File: src/rtl/c16_pkg.sv
// Shared types for the C16 fetch path: machine width, PC/instruction types and the queue entry.
package c16_pkg;
  localparam int XLEN = 16;

  typedef logic [XLEN-1:0] pc_t;
  typedef logic [XLEN-1:0] instr_t;

  typedef struct packed {
    pc_t    pc;
    instr_t instr;
  } fetch_entry_t;

  localparam pc_t RESET_PC_DEFAULT = '0;
endpackage

File: src/rtl/fetch_fifo.sv
// Circular instruction queue of fetch_entry_t with push, pop and flush; flush wins over both.
module fetch_fifo
  import c16_pkg::*;
#(
  parameter  int DEPTH = 4,
  localparam int PTR_W = $clog2(DEPTH),
  localparam int CNT_W = $clog2(DEPTH + 1)
) (
  input  logic             clk,
  input  logic             rst_n,
  input  logic             flush,
  input  logic             push,
  input  fetch_entry_t     push_entry,
  input  logic             pop,
  output fetch_entry_t     head,
  output logic [CNT_W-1:0] count,
  output logic             full,
  output logic             empty
);
  fetch_entry_t     mem [DEPTH];
  logic [PTR_W-1:0] rd_ptr;
  logic [PTR_W-1:0] wr_ptr;
  logic             do_push;
  logic             do_pop;

  assign empty   = (count == '0);
  assign full    = (count == CNT_W'(DEPTH));
  assign do_pop  = pop && !empty && !flush;
  assign do_push = push && (!full || do_pop) && !flush;
  assign head    = mem[rd_ptr];

  // DEPTH is a power of two, so pointers wrap by plain overflow.
  always_ff @(posedge clk or negedge rst_n) begin
    if (!rst_n) begin
      rd_ptr <= '0;
      wr_ptr <= '0;
      count  <= '0;
    end else if (flush) begin
      rd_ptr <= '0;
      wr_ptr <= '0;
      count  <= '0;
    end else begin
      if (do_push) wr_ptr <= wr_ptr + PTR_W'(1);
      if (do_pop)  rd_ptr <= rd_ptr + PTR_W'(1);
      case ({do_push, do_pop})
        2'b10:   count <= count + CNT_W'(1);
        2'b01:   count <= count - CNT_W'(1);
        default: ;
      endcase
    end
  end

  always_ff @(posedge clk) begin
    if (do_push) mem[wr_ptr] <= push_entry;
  end
endmodule

File: src/rtl/fetch_queue_unit.sv
// Sequential-PC fetch unit with credit-limited issue, in-flight tracking and a decode queue.
// Optional FETCH_STATS_EN adds saturating stall/redirect counters.
module fetch_queue_unit
  import c16_pkg::*;
#(
  parameter int  DEPTH    = 4,
  parameter int  MEM_LAT  = 1,
  parameter pc_t RESET_PC = RESET_PC_DEFAULT
) (
  input  logic            clk,
  input  logic            CPU_RESET_n,
  input  logic            redir_en,
  input  logic [XLEN-1:0] redir_pc,
  output logic            mem_req,
  output logic [XLEN-1:0] mem_addr,
  input  logic [XLEN-1:0] mem_rdata,
  output logic            inst_valid,
  input  logic            inst_ready,
  output logic [XLEN-1:0] inst_data,
  output logic [XLEN-1:0] inst_pc
`ifdef FETCH_STATS_EN
  ,
  output logic [31:0]     stat_stall,
  output logic [31:0]     stat_redir
`endif
);
  localparam int CNT_W = $clog2(DEPTH + 1);

  pc_t              fetch_pc;
  logic [MEM_LAT-1:0] vld_p;
  pc_t              pc_p [MEM_LAT];
  int               inflight;
  logic             credit_ok;
  logic             issue;
  logic             push;
  logic             pop;
  fetch_entry_t     push_entry;
  fetch_entry_t     head;
  logic [CNT_W-1:0] count;
  logic             full;
  logic             empty;

  always_comb begin
    inflight = 0;
    for (int i = 0; i < MEM_LAT; i++) inflight = inflight + (vld_p[i] ? 1 : 0);
  end

  // Everything already queued or still in the RAM pipe holds a slot, so a push never overflows.
  assign credit_ok  = !full && ((int'(count) + inflight) < DEPTH);
  assign issue      = CPU_RESET_n && (redir_en || credit_ok);
  assign mem_req    = issue;
  assign mem_addr   = redir_en ? redir_pc : fetch_pc;

  assign push       = vld_p[MEM_LAT-1] && !redir_en;
  assign push_entry = '{pc: pc_p[MEM_LAT-1], instr: mem_rdata};
  assign inst_valid = !empty && !redir_en;
  assign pop        = inst_valid && inst_ready;
  assign inst_data  = inst_valid ? head.instr : '0;
  assign inst_pc    = inst_valid ? head.pc : '0;

  // In-flight stage boundary: request enters stage 0, response pairs with mem_rdata at the last stage.
  always_ff @(posedge clk or negedge CPU_RESET_n) begin
    if (!CPU_RESET_n) begin
      fetch_pc <= RESET_PC;
      vld_p    <= '0;
    end else begin
      if (redir_en)   fetch_pc <= redir_pc + pc_t'(1);
      else if (issue) fetch_pc <= fetch_pc + pc_t'(1);
      vld_p[0] <= issue;
      for (int i = 1; i < MEM_LAT; i++) vld_p[i] <= redir_en ? 1'b0 : vld_p[i-1];
    end
  end

  always_ff @(posedge clk) begin
    pc_p[0] <= mem_addr;
    for (int i = 1; i < MEM_LAT; i++) pc_p[i] <= pc_p[i-1];
  end

  fetch_fifo #(.DEPTH(DEPTH)) u_fifo (
    .clk        (clk),
    .rst_n      (CPU_RESET_n),
    .flush      (redir_en),
    .push       (push),
    .push_entry (push_entry),
    .pop        (pop),
    .head       (head),
    .count      (count),
    .full       (full),
    .empty      (empty)
  );

`ifdef FETCH_STATS_EN
  function automatic logic [31:0] sat_inc(input logic [31:0] v);
    return (v == '1) ? v : v + 32'd1;
  endfunction

  always_ff @(posedge clk or negedge CPU_RESET_n) begin
    if (!CPU_RESET_n) begin
      stat_stall <= '0;
      stat_redir <= '0;
    end else begin
      if (inst_valid && !inst_ready) stat_stall <= sat_inc(stat_stall);
      if (redir_en)                  stat_redir <= sat_inc(stat_redir);
    end
  end
`endif
endmodule

File: config.mk
export PLATFORM = sky130hd
export DESIGN_NAME = fetch_queue_unit
export DESIGN_NICKNAME = d
export VERILOG_FILES = /design/src/rtl/c16_pkg.sv /design/src/rtl/fetch_fifo.sv /design/src/rtl/fetch_queue_unit.sv
export SDC_FILE = /design/constraint.sdc
export NUM_CORES = 1
export LEC_CHECK = 0
export ABC_AREA = 0
export ABC_CLOCK_PERIOD_IN_PS = 2800
export BUFFER_PORTS_ARGS = -buffer_cell sky130_fd_sc_hd__clkbuf_2
export CAP_MARGIN = 20
export CORE_ASPECT_RATIO = 0.9
export CORE_UTILIZATION = 57
export CTS_CLUSTER_SIZE = 40
export DETAILED_ROUTE_END_ITERATION = 6
export PLACE_DENSITY = 0.79
export SLEW_MARGIN = 5
export SYNTH_ARGS = -nofsm -noshare
export SYNTH_HDL_FRONTEND = slang
export SYNTH_SLANG_ARGS = --single-unit
File: constraint.sdc
create_clock -name clk -period 2.8 [get_ports clk]
set_clock_uncertainty 0.1 [all_clocks]
set_input_delay 0 -clock clk [delete_from_list [all_inputs] [get_ports clk]]
set_output_delay 0 -clock clk [all_outputs]
set_load 0.02 [all_outputs]
-- After elaboration in Yosys (flattened, before gate mapping)
Memories as Yosys holds them, arrays and structs flattened.
Index checks and enable logic that the tools add are counted.
- add/subtract/negate cells: 7
- $lt $le $gt $ge: 1
- equality and inequality tests: 3
- multiplexer cells: 14
- reduce and logical (&&, ||, !) cells: 19
- operators with widths (cell ; count):
    $mux 16 ; 5
    $add 16x1->16 const B ; 2
    $logic_and 1x1->1 ; 9
    $mux 2 ; 4
    $pmux 3 s2 ; 1
    $reduce_bool 2->1 ; 3
    $add 2x1->2 const B ; 2
    $add 3x1->4 ; 1
    $lt 4x3->1 const B ; 1
    $add 3x1->3 const B ; 1
    $eq 3x3->1 const B ; 1
    $logic_not 1->1 ; 3
    $logic_not 3->1 ; 1
    $mux 1 ; 3
    $mux 3 ; 1
    $reduce_bool 3->1 ; 1
    $sub 3x1->3 const B ; 1
    $eq 2x1->1 const B ; 1
    $eq 2x2->1 const B ; 1
    $logic_or 1x1->1 ; 2
- register bits: 24
- RAM bits: 144
- bits of input ports: 36
- output and inout bits: 50
- word-level logic and storage cells: 51
- memories: 2
- memories (name ; depth ; width ; rd ports ; clocked after Yosys merged registers in ; wr ports ; RTL line ; source):
    u_fifo.mem ; 4 ; 32 ; 1 ; 0 ; 1 ; fetch_fifo.sv:20 ; fetch_entry_t mem [DEPTH];
    pc_p ; 1 ; 16 ; 1 ; 0 ; 1 ; fetch_queue_unit.sv:31 ; pc_t pc_p [MEM_LAT];

-- Longest topological paths before layout
Gate-level depths: netlist of run 1.
- depth in word-level cells: 12
- gate-level depth with buffers: 8
- gate-level depth less buffers: 6

-- Modules after synthesis
Synthesis of run 1 repeated with hierarchy kept, for this count alone.
- cell total of the unflattened synthesis: 413
- area, all modules: 7034.2 um^2
- modules (own cells, without submodules) (module ; instances ; cells an instance ; area each (um^2) ; sequential area each (um^2)):
    fetch_fifo ; 1 ; 232 ; 5215.0 ; 4018.9
    fetch_queue_unit ; 1 ; 181 ; 1819.2 ; 745.7

-- Least setup slack after synthesis of run 1
No wires, ideal clock.
- kind: register to register
- start: register u_fifo.count[1]
- end: memory u_fifo.mem[0][0] (netlist name) (enable)
- setup time: 0.404 ns
- arrival: 1.780 ns
- data required time: 2.296 ns
- path slack: 0.516 ns
- cell stages (with the launch flop): 5
- path buffers: 1
- clock period less this slack: 2.284 ns
- cells stage by stage: dfrtp_1 > or4b_1 > and3_1 > buf_2 > and2_1
- longest elaborated chain between the ends: 11
- elaborated cells between the ends (all ways): 13
- classes of those cells: 1 x eq/ne; 2 x mux; 10 x reduce/logical
- ends and longest elaborated chain (item ; RTL line ; source):
    from (decl) ; fetch_fifo.sv:16 ; output logic [CNT_W-1:0] count,
    from (signal assigned) ; fetch_fifo.sv:46 ; 2'b10: count <= count + CNT_W'(1);
    from (signal assigned) ; fetch_fifo.sv:47 ; 2'b01: count <= count - CNT_W'(1);
    $logic_not 3->1 ; fetch_fifo.sv:26 ; assign empty = (count == '0);
    $logic_not 1->1 ; fetch_fifo.sv:28, fetch_queue_unit.sv:56 ;
    $logic_and 1x1->1 ; fetch_queue_unit.sv:56 ; assign inst_valid = !empty && !redir_en;
    $logic_and 1x1->1 ; fetch_queue_unit.sv:57 ; assign pop = inst_valid && inst_ready;
    $logic_and 1x1->1 (2 in series) ; fetch_fifo.sv:28 ; assign do_pop = pop && !empty && !flush;
    $logic_or 1x1->1 (*) ; fetch_fifo.sv:29 ; assign do_push = push && (!full || do_pop) && !flush;
    $logic_and 1x1->1 (*) (2 in series) ; fetch_fifo.sv:29 ;
    $mux 1 (*) ; fetch_fifo.sv:54 ; if (do_push) mem[wr_ptr] <= push_entry;
    $mux 1 (implied by the code) (*) ; fetch_fifo.sv:54 ;
    to (decl) ; fetch_fifo.sv:20 ;
Every way passes the cells marked *; elsewhere a longest branch is shown, timed or not.

-- Final worst setup path of run 1
- start: register u_fifo.count[1]
- end: memory u_fifo.mem[0][10] (netlist name) (enable)
Same word-level chain as after synthesis.

==> flow_summary.yaml, run 1 <==
setup_path:
  cp.arrival_ps: 2300
  crit_slowest_cell: "or4b_1"
  startpoint_type: "flip-flop"
  critPathTopFamily: "simple AND/OR/NAND/NOR gates"
  cp_cell_sequence: "or4b_1, and3_1, and2_2"
  critPathKind: "flip-flop to flip-flop"
  cp_num_buf_inv: 0
  cp_data_required_time_ps: 2760
  end_kind: "flip-flop"
  cpPeakStageDelay_ps: 600
  cp_max_fo: 32
drt:
  drtAntennaViolNets: 0
  drt-total-wl_um: 13440
  first_pass_iters: 4
  first_iter_violations: 275
  drc_errors: 0
  avgRoutedWirePerCell_um: 19.47
  vias_per_cell: 5.720
  vias: 3947
global_route:
  grt_pass1_wl_um: 21160
  grt_max_degree: 36
  grt-ovfl-total: 0
  track_usage: 0.2315
  grt_pass1_vias: 3983
  antenna_found_initial: 0
die:
  die_w_um: 117.3
  ioPinCount: 86
  std_cell_rows: 37
  core_region_area_um2: 11530
  fp.dieArea_um2: 12410
  start_util: 0.5920
  die_h_um: 105.8
timing:
  fmax_mhz: 427.3
  finalCritPeriodShare: 0.8359
  rsz0062_at_grt: "no"
  slew_violations: 0
  worstMarginPinSlew_ps: 873.2
  hold_viol_final: 0
  slew_headroom: 0.4179
  setup_viol: 0
  min_period_ps: 2340
  timing.final.ws_setup_ps: 459.6
  fin_hold_ws_ps: 91.65
  setup-tns-final_ps: 0
synthesis:
  ys_seq_elements: 168
  synth.yosys.seq_area_share: 0.6982
  synth_cell_types: 47
  synth-edff-count: 128
  synthCells: 395
  yosys_warnings: 0
  synth_flop_cell: "edfxtp_1"
  async_flop_share: 0.1429
  syn_nets: 437
  synth_area_um2: 6824
  synth_area_per_cell_um2: 17.28
clock_tree:
  cts_inserted_buffers: 17
  clockBufferDepth: 2
  cts_root_buffer: "clkbuf_16"
  cts_tree: "done"
  clkTransAtPathRegs_ps: 60
  clk_latency_ps: 420
  cts.sinks: 168
  cts.repair.resized: 0
  h-tree-depth: 4
pwr:
  power_density_nw_per_um2: 725.5
  p_leak_nw: 3.116
  total_power_mw: 6.051
  ir_drop_uv: 467.5
cells_and_area:
  syn_to_final_growth_pct: 22.22
  drive_gt1_frac: 0.3427
  mostFrequentLayoutCells: "128 x edfxtp_1, 85 x clkbuf_2, 34 x and2_1, 34 x dlygate4sd3_1, 32 x mux4_2"
  diodes: 0
  nFillCells: 690
  stdcell_area_um2: 8341
  fin_util: 0.7235
  final_cells: 690
  layout.nets: 564
  final_common_cell: "edfxtp_1"
place:
  gp_congestion: 0.8226
  placed_cell_area_um2: 7441
  port_buffers: 85
  pre_cts_ws_ps: 497.1
  dp.final_hpwl_um: 7762
  place_inst: 625
run:
  drv_cap: 0
worst_hold_path:
  min_path_type: "primary input to async pin"
outcome:
  status: "finished clean"
-- power breakdown --
part | switching [mW] | internal, mW
registers | 0.134 | 2.91
logic | 0.445 | 0.360
clock network | 0.903 | 1.30
total | 1.48 | 4.57
-- synthesized netlist by cell type (3+ instances only) --
cell type,instances,area share
o21ai_1,5,0.0037
buf_2,11,0.0081
a21o_1,3,0.0033
mux2_2,14,0.023
clkbuf_1,8,0.0044
and2_1,38,0.035
nor3_1,4,0.0029
dfxtp_1,16,0.047
ha_1,5,0.0092
dfrtp_1,24,0.088
mux4_2,32,0.11
o31ai_2,6,0.011
nand4b_1,3,0.0039
inv_1,7,0.0039
nand3b_1,3,0.0033
o31ai_1,3,0.0033
o21ai_0,3,0.0022
nand2_1,20,0.011
and3_1,4,0.0037
and4_1,4,0.0051
a21oi_1,6,0.0044
nand4_1,3,0.0028
mux2i_1,4,0.0059
a31oi_1,8,0.0073
edfxtp_1,128,0.56
nand3_1,8,0.0059
-- cell families (layout without fill, tap and decap cells) --
logic type / count (synthesis) / count (layout) / synth area share
muxes: 51 / 51 / 0.1362
buffers and inverters: 29 / 168 / 0.01962
xor gates and xnor gates: 3 / 3 / 0.003851
and+or+nand+nor: 92 / 92 / 0.07994
AOI/OAI and AO/OA: 46 / 46 / 0.05005
adders and majority gates: 6 / 6 / 0.01210
DFF: 168 / 168 / 0.6982
-- timing repair --
| item | CTS | global route |
|---|---|---|
| hold endpoints to repair | 115 | 0 |
| setup buffers | 0 | 0 |
| hold buffers | 34 | 0 |
-- worst paths after layout --
| check | startpoint | endpoint | slack [ps] | cells past startpoint |
|---|---|---|---|---|
| setup / recovery | u_fifo.count[1] | u_fifo.mem[0][10] | 460 | 3 |
| max in group asynchronous | CPU_RESET_n | u_fifo.rd_ptr[0] | 2230 | 3 |
| min in group clk | redir_en | vld_p | 110 | 2 |
| setup reg to reg | u_fifo.count[1] | u_fifo.mem[0][10] | 460 | 3 |
| hold / removal | CPU_RESET_n | fetch_pc[13] | 90 | 3 |
| hold reg to reg | pc_p[0][3] | u_fifo.mem[3][19] | 370 | 0 |
-- area by class of cell --
class	instances	area (um^2)	area share
Clock inverter	12	126.4	0.01515
Tap cell	156	195.2	0.02340
Sequential cell	168	4766	0.5714
Multi-Input combinational cell	198	1937	0.2322
Clock buffer	19	432.9	0.05191
Inverter	8	30.03	0.003600
Timing Repair Buffer	129	853.3	0.1023
-- registers in the layout, summed over array words and instances, names as in the netlist --
signal,cells
fetch_pc,16
pc_p,16
u_fifo.rd_ptr,2
u_fifo.count,3
u_fifo.mem,128
u_fifo.wr_ptr,2
vld_p,1
-- worst min-delay path, stage by stage --
cell and delay, ps:
dlygate4sd3_1 530, clkbuf_2 140, buf_4 350
-- layer usage --
metal / GRT usage / vias up / wire (um) / part of all wire
met5: 0 / - / 0 / 0
met4: 0.07885 / 0 / 109 / 0.0081
met3: 0.05844 / 11 / 573 / 0.043
met2: 0.3876 / 135 / 7015 / 0.52
met1: 0.2970 / 1992 / 5737 / 0.43
li1: - / 1809 / - / -
Power figures use the tool's default switching activity.
==> inputs of run 2 (changes only) <==
--- a/config.mk
+++ b/config.mk
@@ -5,12 +5,12 @@
 export SDC_FILE = /design/constraint.sdc
 export NUM_CORES = 1
 export LEC_CHECK = 0
-export ABC_AREA = 0
-export ABC_CLOCK_PERIOD_IN_PS = 2800
+export ABC_AREA = 1
+export ABC_CLOCK_PERIOD_IN_PS = 2300
 export BUFFER_PORTS_ARGS = -buffer_cell sky130_fd_sc_hd__clkbuf_2
 export CAP_MARGIN = 20
 export CORE_ASPECT_RATIO = 0.9
-export CORE_UTILIZATION = 57
+export CORE_UTILIZATION = 58
 export CTS_CLUSTER_SIZE = 40
 export DETAILED_ROUTE_END_ITERATION = 6
 export PLACE_DENSITY = 0.79
==> constraint.sdc (replaced) <==
create_clock -name clk -period 2.3 [get_ports clk]
set_clock_uncertainty 0.1 [all_clocks]
set_input_delay 0 -clock clk [delete_from_list [all_inputs] [get_ports clk]]
set_output_delay 0 -clock clk [all_outputs]
set_load 0.02 [all_outputs]
==> flow_summary.yaml, run 2 <==
cells_and_area:
  mostFrequentLayoutCells: "149 x nor2_1, 128 x edfxtp_1, 114 x nand2_1, 85 x clkbuf_2, 81 x o21ai_0"
  drive_gt1_frac: 0.1950
  syn_to_final_growth_pct: 22.13
  diodes: 0
  top_regs: "u_fifo.mem: 128 flops, fetch_pc: 16 flops, pc_p: 16 flops"
  nFillCells: 829
  largest_register: "u_fifo.mem"
  final_common_cell: "nor2_1"
  layout.nets: 870
  largest_register_ffs: 128
synthesis:
  synth_flop_cell: "edfxtp_1"
  synth_common_cells: "153 x nor2_1, 128 x edfxtp_1, 114 x nand2_1"
  async_flop_share: 0.1429
  synth_area_leaders: "edfxtp_1 53%, dfrtp_1 8.3%, nor2_1 8.0%"
  synth_cell_types: 31
  synth_top_area_frac: 0.5340
  synth_area_per_cell_um2: 10.30
  yosys_warnings: 0
  syn_nets: 741
  synth.most_common_cell: "nor2_1"
  ys_seq_elements: 168
  synth.yosys.seq_area_share: 0.6619
  synth-edff-count: 128
  synth_top_area_cell: "edfxtp_1"
  synthCells: 699
  synth_area_um2: 7198
timing:
  setup_viol: 0
  min_period_ps: 2188
  fin_hold_ws_ps: 78.98
  setup-tns-final_ps: 0
  slew_headroom: 0.6859
  slew_violations: 0
  worstMarginPinSlew_ps: 470.0
  timing.final.ws_setup_ps: 112.5
  hold_viol_final: 0
  fmax_mhz: 457.1
  finalCritPeriodShare: 0.9511
global_route:
  grt-ovfl-total: 0
  track_usage: 0.2612
  grt_pass1_vias: 5202
  grt_pass1_wl_um: 25250
  grt_max_degree: 66
  antenna_found_initial: 0
setup_path:
  cp_cell_sequence: "inv_1, nand3_1, nand2_1, buf_4, a21oi_1, clkbuf_2"
  cp.arrival_ps: 2090
  critPathKind: "flip-flop to output pin"
  r2r_cells: 10
  cpPeakStageDelay_ps: 440
  cp_data_required_time_ps: 2200
  crit_slowest_cell: "dfrtp_1"
  end_kind: "output pin"
  startpoint_type: "flip-flop"
  cp_max_fo: 13
die:
  die_w_um: 119.4
  fp.dieArea_um2: 12860
  std_cell_rows: 38
  core_region_area_um2: 12080
  ioPinCount: 86
  die_h_um: 107.7
  start_util: 0.5960
worst_hold_path:
  min_path_type: "primary input to async pin"
clock_tree:
  clockBufferDepth: 2
  cts_root_buffer: "clkbuf_16"
  post-cts-setup-buffer-count: 0
  cts.sinks: 168
  cts_tree: "done"
  cts_inserted_buffers: 17
  clkTransAtPathRegs_ps: 60
  h-tree-depth: 4
  clk_latency_ps: 420
drt:
  vias_per_cell: 5.452
  first_pass_iters: 5
  drc_errors: 0
  drt-total-wl_um: 16000
  vias: 5457
  avgRoutedWirePerCell_um: 15.98
  drtAntennaViolNets: 0
  first_iter_violations: 476
place:
  pre_cts_ws_ps: 114.4
  dp.final_hpwl_um: 10160
  port_buffers: 85
  gp_congestion: 0.8907
pwr:
  pwr-share-clk: 0.308
  p_int_mw: 5.872
  p_seq_frac: 0.439
  ir_drop_uv: 518.0
  p_leak_nw: 3.645
  power_density_nw_per_um2: 978.9
  swShare: 0.3177
  switching_power_mw: 2.733
  pwr-share-comb: 0.253
outcome:
  status: "finished clean"
run:
  drv_cap: 0
-- run 2: cell count changes after synthesis, moves of 10 or more --
cell      delta
nor2_1     +151
nand2_1     +94
mux4_2      -32
inv_1       +42
nand3_1     +12
clkbuf_1    +10
and2_1      -38
o21ai_0     +78
a21oi_1     +28
mux2_2      -14
-- run 2: cells by family (layout without fill, tap and decap cells) --
kind of cell	count (synthesis)	count (layout)	synth area share
compound gates	129	129	0.09508
flops	168	168	0.6619
simple gates	307	307	0.1757
xor+xnor	4	4	0.004867
fa+ha+maj	6	6	0.01147
buf+inv	85	227	0.05093
-- run 2: final timing paths --
path | slack [ps] | endpoint | from
setup / recovery | 110 | inst_pc[4] | u_fifo.count[2]
hold / removal | 80 | fetch_pc[13] | CPU_RESET_n
setup reg to reg | 110 | u_fifo.count[2] | u_fifo.count[0]
hold reg to reg | 360 | u_fifo.mem[0][20] | pc_p[0][4]
max in group asynchronous | 1750 | u_fifo.rd_ptr[0] | CPU_RESET_n
min in group clk | 250 | u_fifo.mem[0][11] | mem_rdata[11]
-- run 2: layout make-up --
class                   count  area, um^2  area share
well taps                 160       200.2     0.02277
flip-flops and latches    168        4766      0.5421
clock inverters             7       68.82    0.007828
inverters                  53       198.9     0.02263
repair buffers            142       968.4      0.1102
clock buffers              25       486.7     0.05537
multi-input cells         446        2102      0.2391
-- run 2: power by group through the flow --
stage	clock (mW)	sequential, mW	combinational, mW
detailed placement	0	3.84	2.09
floorplan	0	3.79	1.41
global route	2.80	3.80	2.40
finish	2.65	3.78	2.17
CTS	2.68	3.78	2.17
global placement	0	3.81	2.02
-- run 2: layer usage --
metal / wire, um / track usage / vias up
met5: 0 / 0 / -
met4: 293 / 0.09554 / 0
met3: 1030 / 0.05456 / 36
met2: 8129 / 0.4576 / 233
met1: 6543 / 0.3209 / 2587
li1: - / - / 2601
-- run 2: timing repair --
| action | 4_1_cts | 5_1_grt |
|---|---|---|
| endpoints found under the setup margin | 0 | 1 |
| resized for setup | 0 | 1 |
| endpoints found under the hold margin | 120 | 0 |
| hold buffers | 36 | 0 |
-- run 2: critical path: cells and delay by family, from the launching register on --
kind	cells	cell delay, ps
compound gates	1	220
flops	1	440
simple gates	2	400
buf+inv	3	610
-- run 2: through the flow --
step	utilization	area [um^2]	power [mW]	cells
after floorplan	-	7198	5.203	699
after global placement	0.6517	7870	5.831	933
after detailed placement	0.6517	7870	5.929	933
after CTS	0.7275	8786	8.628	1001
after global routing	0.7279	8791	8.997	1001
final	0.7279	8791	8.605	1001
==> inputs of run 3 (changes only) <==
==> constraint.sdc (replaced) <==
create_clock -name clk -period 2.3 [get_ports clk]
set_clock_uncertainty 0.1 [all_clocks]
set_input_delay 0.46 -clock clk [delete_from_list [all_inputs] [get_ports clk]]
set_output_delay 0.46 -clock clk [all_outputs]
set_load 0.02 [all_outputs]
==> flow_summary.yaml, run 3 (same netlist as run 2, synthesis figures left out) <==
cells_and_area:
  nFillCells: 716
  drive_gt1_frac: 0.2473
  layout.nets: 854
  top_regs: "u_fifo.mem: 128 flops, fetch_pc: 16 flops, pc_p: 16 flops"
  diodes: 0
  multiInputGateArea_um2: 2178
  stdcell_area_um2: 9149
  regArea_um2: 4767
  largest_register: "u_fifo.mem"
  largest_register_ffs: 128
  syn_to_final_growth_pct: 27.10
  mostFrequentLayoutCells: "134 x nor2_1, 128 x edfxtp_1, 114 x nand2_1, 53 x clkbuf_2, 50 x o21ai_0"
  final_common_cell: "nor2_1"
timing:
  rsz0062_at_grt: "yes"
  slew_violations: 0
  timing.final.ws_setup_ps: -108.2
  worstMarginPinSlew_ps: 483.8
  min_period_ps: 2408
  finalCritPeriodShare: 1.047
  fmax_mhz: 415.3
  fin_hold_ws_ps: 153.5
  setup_viol: 23
  slew_headroom: 0.6767
  hold_viol_final: 0
clock_tree:
  clkTransAtPathRegs_ps: 70
  cts_inserted_buffers: 17
  h-tree-depth: 4
  cts_root_buffer: "clkbuf_16"
  clockBufferDepth: 2
  cts.sinks: 168
  clk_latency_ps: 430
  cts_tree: "done"
global_route:
  antenna_found_initial: 0
  grt_pass1_wl_um: 25670
  grt-ovfl-total: 0
  grt_pass1_vias: 5203
  grt_max_degree: 38
  track_usage: 0.2674
drt:
  vias: 5604
  first_pass_iters: 5
  vias_per_cell: 5.689
  drc_errors: 0
  first_iter_violations: 723
  avgRoutedWirePerCell_um: 18.35
  drtAntennaViolNets: 0
  drt-total-wl_um: 18080
die:
  die_h_um: 107.7
  std_cell_rows: 38
  core_region_area_um2: 12080
  fp.dieArea_um2: 12860
  start_util: 0.5960
  die_w_um: 119.4
  ioPinCount: 86
setup_path:
  cp_cell_sequence: "buf_12, clkinv_4, buf_12, o21ai_1, a21oi_2, buf_4"
  reg2reg_from: "u_fifo.count[0]"
  startpoint_type: "flip-flop"
  cp_data_required_time_ps: 1740
  cp_common_cell: "buf_12"
  end_kind: "output pin"
  critPathKind: "flip-flop to output pin"
  r2r_setup_slack_ps: 100
  cp_max_fo: 13
  cp.arrival_ps: 1850
  r2r-end: "u_fifo.count[2]"
  crit_slowest_cell: "dfrtp_2"
  r2r_cells: 10
  cpPeakStageDelay_ps: 400
  crit_start: "u_fifo.rd_ptr[0]"
worst_hold_path:
  min_to: "u_fifo.mem[3][12]"
  min_path_type: "primary input to flip-flop"
  min-delay-start: "mem_rdata[12]"
  hold_path_depth: 1
place:
  placed_cell_area_um2: 7973
  gp_congestion: 0.8616
  dp.final_hpwl_um: 10320
  port_buffers: 85
pwr:
  ir_drop_uv: 558.8
  total_power_mw: 9.788
  power_density_nw_per_um2: 1070
  p_leak_nw: 3.769
run:
  drv_cap: 0
outcome:
  violations: "setup timing"
  status: "complete, but fails checks"
[run 3: cell types whose count changed in the layout (fill, tap and decap cells not counted), sizes merged]
cell | previous run | this run
bufinv | 1 | 5
clkinvlp | 1 | 3
dlygate4sd3 | 36 | 1
clkinv | 4 | 3
buf | 21 | 66
clkbuf | 110 | 78
inv | 54 | 55
[run 3: worst max path at each step]
stage | depth (start not counted) | endpoint | slack, ps
2_1_floorplan | 6 | u_fifo.mem[0][0] | -150
3_3_place_gp | 7 | u_fifo.mem[3][4] | 60
3_5_place_dp | 7 | u_fifo.mem[3][4] | -50
4_1_cts | 6 | inst_pc[14] | -90
5_1_grt | 6 | inst_pc[14] | -180
6_report | 6 | inst_pc[10] | -110
[run 3: per-layer routing]
| metal | track usage | share of wire | vias up |
|---|---|---|---|
| met2 | 0.4518 | 0.50 | 313 |
| met4 | 0.1089 | 0.019 | 0 |
| met1 | 0.3278 | 0.40 | 2690 |
| met5 | 0 | 0 | - |
| li1 | - | - | 2568 |
| met3 | 0.07150 | 0.081 | 33 |
[run 3: report_power, final]
group          switching (mW)  internal (mW)
Clock                    1.19           1.94
Combinational            1.72           1.13
Sequential              0.176           3.63
Total                    3.09           6.70
[run 3: final cells by class]
class | count | share of cell area
multi-input combinational | 446 | 0.2381
clock buffer | 19 | 0.04732
tap | 160 | 0.02188
sequential | 168 | 0.5211
timing repair buffer | 126 | 0.1251
clock inverter | 13 | 0.02393
inverter | 53 | 0.02257
[run 3: per-stage QoR]
stage	cells	util	setup TNS, ps	setup slack, ps
floorplan	699	-	-19280	-150.6
global placement	935	0.6602	0	63.85
detailed placement	935	0.6602	-1463	-52.47
CTS	968	0.7190	-752.4	-94.70
global route	985	0.7576	-3617	-184.7
finish	985	0.7576	-1133	-108.2
[run 3: worst max-delay path: cells and delay by family (launching register included)]
family | cells | cell delay, ps
flip-flops | 1 | 400
buffers and inverters | 4 | 630
AO/OA/AOI/OAI | 2 | 380
[run 3: repair_timing]
item,CTS,global route
endpoints found under the hold margin,24,0
gates cloned,0,7
setup buffers,0,10
pin swaps,1,20
resized for setup,17,127
endpoints found under the setup margin,30,33
hold buffers,1,0
